<file path="src/rtl/pipe_stage.sv">
// Elastic pipeline register: one WIDTH-bit stage with valid/ready on both
// sides, a main register plus a one-word skid register so InReady can be a
// plain register output, a synchronous Flush for branch squash, and a
// saturating stall counter for performance debug.
module pipe_stage #(
    parameter int WIDTH = 32,
    parameter int CNT_W = 16
) (
    input  logic             Clk,
    input  logic             Rst,
    input  logic             InValid,
    output logic             InReady,
    input  logic [WIDTH-1:0] InData,
    output logic             OutValid,
    input  logic             OutReady,
    output logic [WIDTH-1:0] OutData,
    input  logic             Flush,
    output logic [1:0]       Count,
    output logic [CNT_W-1:0] StallCount
);

    // Occupancy encoding doubles as the Count output: {FULL, ONE}.
    typedef enum logic [1:0] {
        S_EMPTY = 2'b00,
        S_ONE   = 2'b01,
        S_FULL  = 2'b10
    } state_t;

    localparam logic [CNT_W-1:0] STALL_MAX = '1;

    state_t           r_state;
    state_t           w_state_nxt;
    logic [WIDTH-1:0] r_main_data;
    logic [WIDTH-1:0] r_skid_data;
    logic [CNT_W-1:0] r_stall_cnt;

    logic w_accept;
    logic w_out_hs;
    logic w_load_main_in;
    logic w_load_main_skid;
    logic w_load_skid_in;

    // InReady depends only on registered state and reset, never on OutReady
    // or InValid, so long chains of stages do not build combinational paths.
    assign InReady    = (r_state != S_FULL) & Rst;
    assign OutValid   = (r_state != S_EMPTY);
    assign OutData    = r_main_data;
    assign Count      = {r_state == S_FULL, r_state == S_ONE};
    assign StallCount = r_stall_cnt;

    assign w_accept = InValid & InReady;
    assign w_out_hs = OutValid & OutReady;

    // Next occupancy and register-load selects; Flush overrides everything.
    always_comb begin
        // NOTE: every output of this block gets a default first, so no path
        // leaves a signal unassigned and no latch is inferred.
        w_state_nxt      = r_state;
        w_load_main_in   = 1'b0;
        w_load_main_skid = 1'b0;
        w_load_skid_in   = 1'b0;

        if (Flush) begin
            // Any same-cycle accept is dropped; a same-cycle output
            // handshake has already been taken by downstream.
            w_state_nxt = S_EMPTY;
        end else begin
            unique case (r_state)
                S_EMPTY: begin
                    if (w_accept) begin
                        w_state_nxt    = S_ONE;
                        w_load_main_in = 1'b1;
                    end
                end
                S_ONE: begin
                    if (w_accept && w_out_hs) begin
                        w_load_main_in = 1'b1;
                    end else if (w_accept) begin
                        w_state_nxt    = S_FULL;
                        w_load_skid_in = 1'b1;
                    end else if (w_out_hs) begin
                        w_state_nxt = S_EMPTY;
                    end
                end
                S_FULL: begin
                    // InReady is low here, so only the drain case exists.
                    if (w_out_hs) begin
                        w_state_nxt      = S_ONE;
                        w_load_main_skid = 1'b1;
                    end
                end
                default: w_state_nxt = S_EMPTY;
            endcase
        end
    end

    // Occupancy state and the head-of-stage data register.
    always_ff @(posedge Clk or negedge Rst) begin
        // NOTE: state is updated with non-blocking assignments so every
        // register samples pre-edge values regardless of statement order.
        if (!Rst) begin
            r_state     <= S_EMPTY;
            r_main_data <= '0;
        end else begin
            r_state <= w_state_nxt;
            if (w_load_main_in) begin
                r_main_data <= InData;
            end else if (w_load_main_skid) begin
                r_main_data <= r_skid_data;
            end
        end
    end

    // Skid data register, only meaningful while the stage is FULL.
    always_ff @(posedge Clk) begin
        // NOTE: no reset on this data-only register; its contents are never
        // observed unless the state says the skid slot holds a word.
        if (w_load_skid_in) begin
            r_skid_data <= InData;
        end
    end

    // Saturating count of cycles where downstream stalls a valid word.
    always_ff @(posedge Clk or negedge Rst) begin
        if (!Rst) begin
            r_stall_cnt <= '0;
        end else if (OutValid && !OutReady && (r_stall_cnt != STALL_MAX)) begin
            r_stall_cnt <= r_stall_cnt + CNT_W'(1);
        end
    end

endmodule

</file>
<file path="config.mk">
export PLATFORM = sky130hd
export DESIGN_NAME = pipe_stage
export DESIGN_NICKNAME = d
export VERILOG_FILES = /design/src/rtl/pipe_stage.sv
export SDC_FILE = /design/constraint.sdc
export NUM_CORES = 1
export LEC_CHECK = 0
export CAP_MARGIN = 40
export CELL_PAD_IN_SITES_DETAIL_PLACEMENT = 1
export CELL_PAD_IN_SITES_GLOBAL_PLACEMENT = 2
export CORE_MARGIN = 3
export CORE_UTILIZATION = 32
export CTS_CLUSTER_DIAMETER = 40
export DETAILED_ROUTE_END_ITERATION = 8
export GPL_ROUTABILITY_DRIVEN = 0
export PLACE_DENSITY = 0.81
export SETUP_SLACK_MARGIN = 0.3
export SKIP_LAST_GASP = 1
export SLEW_MARGIN = 10
export SYNTH_ARGS = -nofsm -noshare
export SYNTH_HDL_FRONTEND = slang
export SYNTH_SLANG_ARGS = --single-unit
export TNS_END_PERCENT = 1
</file>
<file path="constraint.sdc">
create_clock -name Clk -period 3.9 [get_ports Clk]
set_input_delay 0.78 -clock Clk [delete_from_list [all_inputs] [get_ports Clk]]
set_output_delay 0.78 -clock Clk [all_outputs]
set_load 0.005 [all_outputs]
</file>
==> PnR_summary.wiki, run 1 <==
{| class="wikitable"
! Metric !! Value
|-
| Outcome || completed
|-
| Final worst clock skew || 0.00823 ns
|-
| Number of warnings issued by yosys || 0
|-
| Vertical extent of the die || 110 um
|-
| Worst-case register-to-register setup slack || 1.83 ns
|-
| Total inserted antenna cells || 0
|-
| Share of layout cells above drive strength 1 || 7.99%
|-
| Number of clock sinks || 82
|-
| Top Family by Delay on Critical Path || buffers and inverters
|-
| Share of the core filled with cells in the final layout || 45.0%
|-
| DR vias || 2391
|-
| Library cell used as clock root buffer || sky130_fd_sc_hd__clkbuf_8
|-
| Power density relative to cell area || 455 nW/um^2
|-
| Num ports || 89
|-
| Global-route wire length before repair || 12800 um
|-
| Number of setup violations in the final report || 0
|-
| Crit path launch type || primary input
|-
| Post-detailed-route wirelength per cell || 16.1 um
|-
| Number of buffers and inverters on the critical path || 3
|-
| Maximum buffer depth of the clock tree || 2
|-
| Estimated wirelength of the detail-placed design || 5460 um
|-
| Setup slack after placement || 0.885 ns
|-
| Number of nets in the layout || 396
|-
| Gr ovfl total || 0
|-
| Count of mapped cells out of synthesis || 268
|-
| Antenna Violating Nets Remaining || 0
|-
| Transition time at the pin with the least slew margin || 0.695 ns
|-
| Main flop type after synthesis || sky130_fd_sc_hd__dfrtp_1
|-
| Tcrit/Tclk final || 75.2%
|-
| Fill count || 1123
|-
| Total length of routed wires || 8050 um
|-
| EDFF count, synth || 32
|-
| Synth Cell Area || 3440 um^2
|-
| Sort of element at the end of the critical path || output port
|-
| Crit Path Category || in -> out
|-
| Iter 0 DRT Violations || 61
|-
| Arrival time of the worst setup path || 2.15 ns
|-
| Number of CTS-inserted buffers || 9
|-
| Total nets after synthesis || 306
|-
| Total global routing track utilization || 13.8%
|-
| Share of synthesized registers carrying an async set or reset || 61.0%
|-
| Effective utilization at floorplan || 33.2%
|-
| Post-synthesis register bit count || 82
|-
| Synth unique cells || 34
|-
| Synthesized area per cell || 12.8 um^2
|-
| Total number of placement rows || 37
|-
| Std-Cell Core Area || 10400 um^2
|-
| CTS clk-pin slew, worst paths || 0.09 ns
|-
| Upper clock frequency limit || 0.341 GHz
|-
| Fraction of the yosys area taken by sequential cells || 64.3%
|-
| Time the final worst path needs with I/O delays and setup || 2.93 ns
|-
| Crit path required time || 3.12 ns
|-
| Layout overhead on the synthesized area || 35.5%
|-
| Router iterations before antenna repair || 4
|-
| Vias in the first global route || 2551
|-
| Clock tree from TritonCTS || done
|-
| VDD IR max || 0.258 mV
|-
| Buffers inserted by post-CTS timing repair || 0
|-
| Path type of the worst min-delay path || reg -> reg
|-
| Number of antenna violations at the first check in global routing || 0
|-
| Leak || 1.77 nW
|-
| Die Width || 110 um
|-
| Max Cap Viol || 0
|-
| Master of the slowest instance on the critical path || sky130_fd_sc_hd__buf_4
|-
| Remaining routing DRC violations || 0
|-
| Total negative setup slack || 0 ns
|-
| Cell-by-cell trace of the critical path || buf_2, buf_4, and2_1, clkdlybuf4s50_1
|-
| # hold bufs at CTS || 0
|-
| Skew-Pair Late Insertion Delay || 0.34 ns
|-
| Final count of hold timing violations || 0
|-
| Slack of the critical path || 0.968 ns
|-
| Headroom to the max-slew limit || 53.7%
|-
| Die area || 12000 um^2
|-
| Largest net degree at the start of global routing || 53
|-
| Setup repair after global routing missed its margin || false
|-
| Delay of the slowest cell on the worst path || 0.56 ns
|-
| Cells resized by post-CTS repair || 0
|-
| Avg Vias per Cell || 4.79
|-
| Port-buffer cells || 88
|-
| Worst-path fanout max || 52
|-
| H-tree depth || 3
|-
| Final Slew Violations || 0
|}
-- cells in the final DEF, fill, tap and decap left out, types with 2 or more instances in the layout --
cell type | synthesis | routed
sky130_fd_sc_hd__a211oi_1 | 3 | 3
sky130_fd_sc_hd__nor4_2 | 3 | 3
sky130_fd_sc_hd__clkbuf_8 | 0 | 9
sky130_fd_sc_hd__clkinvlp_4 | 0 | 2
sky130_fd_sc_hd__dfrtp_1 | 50 | 50
sky130_fd_sc_hd__inv_8 | 0 | 2
sky130_fd_sc_hd__inv_1 | 3 | 3
sky130_fd_sc_hd__and2_1 | 4 | 4
sky130_fd_sc_hd__a31oi_1 | 3 | 3
sky130_fd_sc_hd__buf_4 | 2 | 3
sky130_fd_sc_hd__a21oi_1 | 36 | 36
sky130_fd_sc_hd__nand4_1 | 6 | 6
sky130_fd_sc_hd__and3_1 | 2 | 2
sky130_fd_sc_hd__clkdlybuf4s50_1 | 0 | 87
sky130_fd_sc_hd__nor2_1 | 37 | 37
sky130_fd_sc_hd__mux2i_1 | 33 | 33
sky130_fd_sc_hd__nor2b_1 | 3 | 3
sky130_fd_sc_hd__mux2_1 | 3 | 3
sky130_fd_sc_hd__nor3_1 | 3 | 2
sky130_fd_sc_hd__edfxtp_1 | 32 | 32
sky130_fd_sc_hd__nand3_1 | 3 | 3
sky130_fd_sc_hd__xor2_1 | 9 | 9
sky130_fd_sc_hd__nand2_1 | 7 | 7
sky130_fd_sc_hd__nand2b_1 | 3 | 3
-- power breakdown --
| part | switching, W | internal (W) | total, W |
|---|---|---|---|
| Sequential | 0.0000708 | 0.000990 | 0.00106 |
| Clock | 0.000329 | 0.000308 | 0.000638 |
| Combinational | 0.000158 | 0.000263 | 0.000421 |
| Total | 0.000558 | 0.00156 | 0.00212 |
-- path summary, 6_finish.rpt --
check	from	to	depth (start not counted)
worst min-delay path	StallCount[5]	StallCount[5]	1
min in group asynchronous	Rst	r_state[1]	2
max in group asynchronous	Rst	OutData[1]	2
worst max register to register	r_state[0]	OutData[25]	5
worst max-delay path	Rst	InReady	4
worst min register to register	StallCount[5]	StallCount[5]	1
-- kinds of logic (layout without fill, tap and decap cells) --
| logic type | Yosys count | after routing | synth area share, % |
|---|---|---|---|
| buffers and inverters | 16 | 111 | 2.91 |
| adders and majority gates | 1 | 1 | 0.363 |
| xor gates and xnor gates | 10 | 10 | 2.54 |
| DFF | 82 | 82 | 64.3 |
| and+or+nand+nor | 77 | 77 | 11.9 |
| AOI/OAI and AO/OA | 46 | 46 | 7.45 |
| muxes | 36 | 36 | 10.6 |
-- synthesized netlist by cell type, drive strengths merged, types with 2 or more instances --
cell type | n | area (um^2)
nor2b | 3 | 18.8
inv | 3 | 11.3
nor3 | 3 | 15.0
mux2 | 3 | 33.8
nor3b | 2 | 20.0
buf | 13 | 88.8
and2 | 4 | 25.0
nor4 | 3 | 37.5
nand4 | 7 | 58.8
mux2i | 33 | 330
xor2 | 9 | 78.8
nand3 | 3 | 15.0
a31oi | 3 | 18.8
dfrtp | 50 | 1250
nor2 | 37 | 139
nand2b | 3 | 18.8
nand2 | 7 | 26.3
edfxtp | 32 | 961
and3 | 2 | 12.5
a211oi | 3 | 22.5
a21oi | 36 | 180
-- routing by layer --
metal | vias to the layer above | global-route usage, % | share of wire [%]
li1 | 1140 | - | -
met1 | 1177 | 17.6 | 45
met2 | 64 | 22.8 | 48
met3 | 10 | 3.46 | 6.0
met4 | 0 | 5.16 | 1.6
met5 | - | 0 | 0
-- cell type report --
cell class / count / area [um^2] / share of cell area, %
Timing Repair Buffer: 92 / 918 / 19.7
Tap cell: 136 / 170 / 3.65
Clock inverter: 7 / 85.1 / 1.82
Inverter: 3 / 11.3 / 0.241
Sequential cell: 82 / 2210 / 47.4
Clock buffer: 9 / 124 / 2.66
Multi-Input combinational cell: 170 / 1140 / 24.5
-- through the flow --
stage | instance area [um^2] | hold WS [ns] | power (W) | instances
final | 4660 | 0.535 | 0.00212 | 499
after global routing | 4660 | 0.560 | 0.00224 | 499
after CTS | 4660 | 0.537 | 0.00215 | 499
after detailed placement | 4450 | 0.514 | 0.00151 | 483
after global placement | 4430 | 0.511 | 0.00149 | 482
after floorplan | 3440 | 0.484 | 0.00121 | 268
-- sequential cells by signal, summed over array words and instances (netlist names) --
register and cells:
OutData 32, StallCount 16, r_skid_data 32, r_state 2
Note: power is estimated with default switching activity, not from simulation.
==> run 2, diff against run 1 <==
==> constraint.sdc (replaced) <==
create_clock -name Clk -period 2.9 [get_ports Clk]
set_input_delay 0.58 -clock Clk [delete_from_list [all_inputs] [get_ports Clk]]
set_output_delay 0.58 -clock Clk [all_outputs]
set_load 0.005 [all_outputs]
==> run 2 against run 1 <==
Against the previous run:
- final area grew 0.16%
- flip-flop and latch count is the same
- sequential power grew 34%
- via count grew 1.0%
- critical path type is now reg -> out
- critical path depth shrank 1
- largest power group unchanged
- critical endpoint unchanged
- clock power grew 28%
- largest cell class unchanged
==> PnR_summary.wiki, run 2 (same netlist as run 1, synthesis figures left out) <==
{| class="wikitable"
! Metric !! Value
|-
| Outcome || completed (unchanged)
|-
| Largest net degree at the start of global routing || 65 (was 53)
|-
| Library cell used as clock root buffer || sky130_fd_sc_hd__clkbuf_8 (unchanged)
|-
| DR vias || 2416 (was 2391)
|-
| Num ports || 89 (unchanged)
|-
| VDD IR max || 0.256 mV (was 0.258 mV)
|-
| Crit path required time || 2.32 ns (was 3.12 ns)
|-
| Skew-Pair Late Insertion Delay || 0.34 ns (about the same)
|-
| Final Slew Violations || 0 (unchanged)
|-
| Launch instance of the worst register-to-register path || StallCount[0] (was r_state[0])
|-
| Gr ovfl total || 0 (unchanged)
|-
| Share of layout cells above drive strength 1 || 8.22% (was 7.99%)
|-
| Vias in the first global route || 2522 (was 2551)
|-
| Tcrit/Tclk final || 77.7%
|-
| Remaining routing DRC violations || 0 (unchanged)
|-
| Post-detailed-route wirelength per cell || 16.0 um (was 16.1 um)
|-
| Number of setup violations in the final report || 0 (unchanged)
|-
| Power density relative to cell area || 601 nW/um^2 (was 455 nW/um^2)
|-
| Time the final worst path needs with I/O delays and setup || 2.25 ns
|-
| Leading cell type in the layout, fill and taps excluded || sky130_fd_sc_hd__clkdlybuf4s50_1 (unchanged)
|-
| Top library cells by usage in the layout, fill and taps aside || 87 x sky130_fd_sc_hd__clkdlybuf4s50_1, 50 x sky130_fd_sc_hd__dfrtp_1, 37 x sky130_fd_sc_hd__nor2_1 (unchanged)
|-
| Layout overhead on the synthesized area || 35.7% (was 35.5%)
|-
| Number of clock sinks || 82 (unchanged)
|-
| Depth of the worst register-to-register path || 5 (unchanged)
|-
| Iter 0 DRT Violations || 94 (was 61)
|-
| Number of CTS-inserted buffers || 9 (unchanged)
|-
| Effective utilization at floorplan || 33.2% (unchanged)
|-
| Worst-path fanout max || 8 (was 52)
|-
| End of the worst register-to-register path || StallCount[1] (was OutData[25])
|-
| Total negative setup slack || 0 ns (unchanged)
|-
| Router iterations before antenna repair || 6 (was 4)
|-
| Fill count || 1143 (was 1123)
|-
| Upper clock frequency limit || 0.444 GHz
|-
| # hold bufs at CTS || 0 (unchanged)
|-
| Final worst clock skew || 0.0123 ns (was 0.00823 ns)
|-
| Vertical extent of the die || 110 um (unchanged)
|-
| Setup slack after placement || 0.418 ns (was 0.885 ns)
|-
| Transition time at the pin with the least slew margin || 0.683 ns (was 0.695 ns)
|-
| Global-route wire length before repair || 12900 um (was 12800 um)
|-
| Leak || 1.77 nW (about the same)
|-
| Clock tree from TritonCTS || done (unchanged)
|-
| Number of antenna violations at the first check in global routing || 0 (unchanged)
|-
| Headroom to the max-slew limit || 54.4% (was 53.7%)
|-
| Die Width || 110 um (unchanged)
|-
| Number of nets in the layout || 398 (was 396)
|-
| Crit Path Category || reg -> out (was in -> out)
|-
| Sort of element at the end of the critical path || output port (unchanged)
|-
| Cells resized by post-CTS repair || 0 (unchanged)
|-
| Estimated wirelength of the detail-placed design || 5390 um (was 5460 um)
|-
| Arrival time of the worst setup path || 1.67 ns (was 2.15 ns)
|-
| Max Cap Viol || 0 (unchanged)
|-
| CTS clk-pin slew, worst paths || 0.09 ns (about the same)
|-
| Total length of routed wires || 8030 um (was 8050 um)
|-
| Worst-case register-to-register setup slack || 1.07 ns (was 1.83 ns)
|-
| Total number of placement rows || 37 (unchanged)
|-
| Crit path launch type || register (was primary input)
|-
| Avg Vias per Cell || 4.82 (was 4.79)
|-
| Buffers inserted by post-CTS timing repair || 0 (unchanged)
|-
| Share of the core filled with cells in the final layout || 45.0% (about the same)
|-
| Total inserted antenna cells || 0 (unchanged)
|-
| Die area || 12000 um^2 (unchanged)
|-
| Setup repair after global routing missed its margin || false (unchanged)
|-
| Maximum buffer depth of the clock tree || 2 (unchanged)
|-
| Total global routing track utilization || 14.0% (was 13.8%)
|-
| H-tree depth || 3 (unchanged)
|-
| Slack of the critical path || 0.648 ns (was 0.968 ns)
|-
| Antenna Violating Nets Remaining || 0 (unchanged)
|-
| Port-buffer cells || 88 (unchanged)
|-
| Std-Cell Core Area || 10400 um^2 (unchanged)
|-
| Final count of hold timing violations || 0 (unchanged)
|-
| Path type of the worst min-delay path || in -> async (was reg -> reg)
|}
run 2: how the worst max path moves through the flow:
stage	startpoint	endpoint	cells past startpoint
2_1_floorplan	r_state[1]	r_skid_data[0]	3
3_3_place_gp	OutReady	StallCount[14]	5
3_5_place_dp	OutReady	OutData[5]	6
4_1_cts	r_state[1]	InReady	3
5_1_grt	r_state[1]	InReady	3
6_report	r_state[1]	InReady	3
run 2: layout make-up:
class	count	area, um^2	share of cell area [%]
sequential	82	2210	47.4
multi-input combinational	170	1150	24.6
timing repair buffer	94	933	20.0
tap	136	170	3.64
clock buffer	10	128	2.73
clock inverter	6	67.6	1.45
inverter	3	11.3	0.241
run 2: stage by stage:
step                std cells  hold slack, ns  cell area, um^2  power [W]
floorplan                 268           0.284             3450    0.00163
global placement          485           0.500             4480    0.00201
detailed placement        485           0.515             4480    0.00203
CTS                       501           0.430             4670    0.00286
global route              501           0.466             4670    0.00299
finish                    501           0.420             4670    0.00281
run 2: report_power, final:
group	switching [W]	internal, W
registers	0.0000889	0.00133
logic	0.000213	0.000355
clock network	0.000415	0.000401
total	0.000717	0.00209
run 2: metal layers:
layer  global-route usage [%]  part of all wire, %
met5                        0                    0
met3                     4.05                  5.0
met1                     19.1                   47
met4                     3.21                 0.78
met2                     22.2                   47
run 2: worst max-delay path, stage by stage (launching register included):
cell and delay, ns:
sky130_fd_sc_hd__dfrtp_1 0.46, sky130_fd_sc_hd__nand2b_1 0.22, sky130_fd_sc_hd__and2_1 0.16, sky130_fd_sc_hd__clkdlybuf4s50_1 0.49
==> run 3, diff against run 2 <==
--- a/config.mk
+++ b/config.mk
@@ -9,11 +9,11 @@
 export CELL_PAD_IN_SITES_DETAIL_PLACEMENT = 1
 export CELL_PAD_IN_SITES_GLOBAL_PLACEMENT = 2
 export CORE_MARGIN = 3
-export CORE_UTILIZATION = 32
+export CORE_UTILIZATION = 29
 export CTS_CLUSTER_DIAMETER = 40
 export DETAILED_ROUTE_END_ITERATION = 8
 export GPL_ROUTABILITY_DRIVEN = 0
-export PLACE_DENSITY = 0.81
+export PLACE_DENSITY = 0.77
 export SETUP_SLACK_MARGIN = 0.3
 export SKIP_LAST_GASP = 1
 export SLEW_MARGIN = 10
==> constraint.sdc (replaced) <==
create_clock -name Clk -period 1.99 [get_ports Clk]
set_input_delay 0.398 -clock Clk [delete_from_list [all_inputs] [get_ports Clk]]
set_output_delay 0.398 -clock Clk [all_outputs]
set_load 0.005 [all_outputs]
==> run 3 against run 2 <==
Against the previous run:
- non-clock buffer count up 16
- core utilization decreased by 1.8 points
- setup slack lost 0.39 ns
- register-to-register slack worse by 0.79 ns
- sequential share of layout area shrank 2.8 points
- routed wire length up 12%
- worst hold slack got worse by 0.33 ns
- final area increased by 6.5%
- flip-flop and latch count did not move
- critical path type unchanged
- largest cell class unchanged
- largest power group unchanged
==> PnR_summary.wiki, run 3 (same netlist as run 1, synthesis figures left out) <==
{| class="wikitable"
! Metric !! Value
|-
| Slack of the critical path || 0.254 ns (was 0.648 ns)
|-
| Total inserted antenna cells || 0 (unchanged)
|-
| Area occupied by multi-input gates || 1170 um^2 (was 1150 um^2)
|-
| Clock tree from TritonCTS || done (unchanged)
|-
| Total length of routed wires || 8970 um (was 8030 um)
|-
| Total number of placement rows || 39 (was 37)
|-
| Post-detailed-route wirelength per cell || 17.1 um (was 16.0 um)
|-
| Largest net degree at the start of global routing || 65 (unchanged)
|-
| Power density relative to cell area || 932 nW/um^2 (was 601 nW/um^2)
|-
| Crit Path Category || reg -> out (unchanged)
|-
| Met1 Use GR || 17.1% (was 19.1%)
|-
| Port-buffer cells || 88 (unchanged)
|-
| Avg Vias per Cell || 4.76 (was 4.82)
|-
| Total design power || 0.00464 W (was 0.00281 W)
|-
| Layout overhead on the synthesized area || 44.5% (was 35.7%)
|-
| Headroom to the max-slew limit || 71.9% (was 54.4%)
|-
| Top library cells by usage in the layout, fill and taps aside || 83 x sky130_fd_sc_hd__clkdlybuf4s50_1, 48 x sky130_fd_sc_hd__dfrtp_1, 37 x sky130_fd_sc_hd__nor2_1 (was 87 x sky130_fd_sc_hd__clkdlybuf4s50_1, 50 x sky130_fd_sc_hd__dfrtp_1, 37 x sky130_fd_sc_hd__nor2_1)
|-
| Share of layout cells above drive strength 1 || 14.2% (was 8.22%)
|-
| Upper clock frequency limit || 0.576 GHz
|-
| H-tree depth || 3 (unchanged)
|-
| Tcrit/Tclk final || 87.3%
|-
| Final worst clock skew || 0.00871 ns (was 0.0123 ns)
|-
| Number of antenna violations at the first check in global routing || 0 (unchanged)
|-
| Number of setup violations in the final report || 0 (unchanged)
|-
| Path type of the worst min-delay path || in -> async (unchanged)
|-
| Sequential cell area in the final layout || 2210 um^2 (about the same)
|-
| Sort of element at the end of the critical path || output port (unchanged)
|-
| Die Width || 115 um (was 110 um)
|-
| Num ports || 89 (unchanged)
|-
| Transition time at the pin with the least slew margin || 0.422 ns (was 0.683 ns)
|-
| DR vias || 2493 (was 2416)
|-
| Iter 0 DRT Violations || 105 (was 94)
|-
| Setup repair after global routing missed its margin || true (was false)
|-
| Fin area || 4970 um^2 (was 4670 um^2)
|-
| Leak || 1.94 nW (was 1.77 nW)
|-
| Crit path launch type || register (unchanged)
|-
| Effective utilization at floorplan || 29.9% (was 33.2%)
|-
| Maximum buffer depth of the clock tree || 2 (unchanged)
|-
| Number of clock sinks || 82 (unchanged)
|-
| Outcome || completed (unchanged)
|-
| Router iterations before antenna repair || 4 (was 6)
|-
| Estimated wirelength of the detail-placed design || 5940 um (was 5390 um)
|-
| CTS clk-pin slew, worst paths || 0.07 ns (was 0.09 ns)
|-
| Global-route layer with the greatest usage || met2 (unchanged)
|-
| Crit path required time || 1.59 ns (was 2.32 ns)
|-
| Gr ovfl total || 0 (unchanged)
|-
| Launch instance of the worst register-to-register path || r_state[1] (was StallCount[0])
|-
| Vias in the first global route || 2709 (was 2522)
|-
| Global-route wire length before repair || 13900 um (was 12900 um)
|-
| Time the final worst path needs with I/O delays and setup || 1.74 ns
|-
| Setup slack after placement || -0.196 ns (was 0.418 ns)
|-
| Std-Cell Core Area || 11500 um^2 (was 10400 um^2)
|-
| Antenna Violating Nets Remaining || 0 (unchanged)
|-
| Total global routing track utilization || 13.5% (was 14.0%)
|-
| VDD IR max || 0.359 mV (was 0.256 mV)
|-
| Vertical extent of the die || 115 um (was 110 um)
|-
| Arrival time of the worst setup path || 1.34 ns (was 1.67 ns)
|-
| Depth of the worst register-to-register path || 5 (unchanged)
|-
| Max Cap Viol || 0 (unchanged)
|-
| Total negative setup slack || 0 ns (unchanged)
|-
| Remaining routing DRC violations || 0 (unchanged)
|-
| Library cell used as clock root buffer || sky130_fd_sc_hd__clkbuf_16 (was sky130_fd_sc_hd__clkbuf_8)
|-
| Post-place instance area || 4610 um^2 (was 4480 um^2)
|-
| Global routing met2 resource utilization || 21.7% (was 22.2%)
|-
| Leading cell type in the layout, fill and taps excluded || sky130_fd_sc_hd__clkdlybuf4s50_1 (unchanged)
|-
| Final Slew Violations || 0 (unchanged)
|-
| Met3 track utilization from global routing || 3.79% (was 4.05%)
|-
| Number of CTS-inserted buffers || 9 (unchanged)
|-
| Number of nets in the layout || 414 (was 398)
|-
| Fill count || 1251 (was 1143)
|-
| Die area || 13200 um^2 (was 12000 um^2)
|-
| Worst setup path start || r_state[1] (unchanged)
|-
| Worst-path fanout max || 4 (was 8)
|-
| Skew-Pair Late Insertion Delay || 0.34 ns (about the same)
|-
| Final count of hold timing violations || 0 (unchanged)
|}
run 3: final cells by class:
| cell class | count | share of cell area (%) |
|---|---|---|
| inverters | 3 | 0.226 |
| repair buffers | 110 | 22.0 |
| clock inverters | 7 | 1.53 |
| clock buffers | 9 | 4.53 |
| well taps | 143 | 3.60 |
| flip-flops and latches | 82 | 44.5 |
| multi-input cells | 170 | 23.6 |
run 3: timing repair:
| action | CTS | global route |
|---|---|---|
| hold endpoints to repair | 0 | 0 |
| endpoints found under the setup margin | 56 | 64 |
| buffers inserted | 3 | 0 |
| gates resized for setup | 5 | 6 |
| gates cloned | 0 | 1 |
| hold buffers | 0 | 0 |
run 3: path summary, 6_finish.rpt:
check,endpoint,slack [ns]
max in group asynchronous,OutData[1],1.54
min in group Clk,StallCount[12],0.53
hold / removal,StallCount[11],0.09
hold reg to reg,StallCount[12],0.53
setup reg to reg,OutData[18],0.28
setup / recovery,InReady,0.25
run 3: power breakdown:
group / internal (W) / leakage [nW] / total, W / switching, W
Combinational: 0.000548 / 0.917 / 0.000875 / 0.000328
Sequential: 0.00194 / 0.876 / 0.00208 / 0.000140
Clock: 0.000981 / 0.142 / 0.00168 / 0.000697
run 3: stage by stage:
stage,hold WS (ns),utilization [%],std cells
4_1_cts,0.0945,42.9,523
2_1_floorplan,0.102,-,268
3_3_place_gp,0.448,40.0,504
3_5_place_dp,0.458,40.0,504
5_1_grt,0.122,43.2,524
6_report,0.0937,43.2,524
run 3: worst max-delay path, cell delays in order, from the launching register on:
cell and delay, ns:
sky130_fd_sc_hd__dfrtp_2 0.41, sky130_fd_sc_hd__buf_4 0.14, sky130_fd_sc_hd__nand2b_4 0.05, sky130_fd_sc_hd__and2_1 0.15, sky130_fd_sc_hd__dlygate4sd2_1 0.25
run 3: routing by layer:
layer	up-vias	routed length [um]
li1	1175	-
met1	1239	4070
met2	68	4200
met3	11	539
met4	0	151
met5	-	0
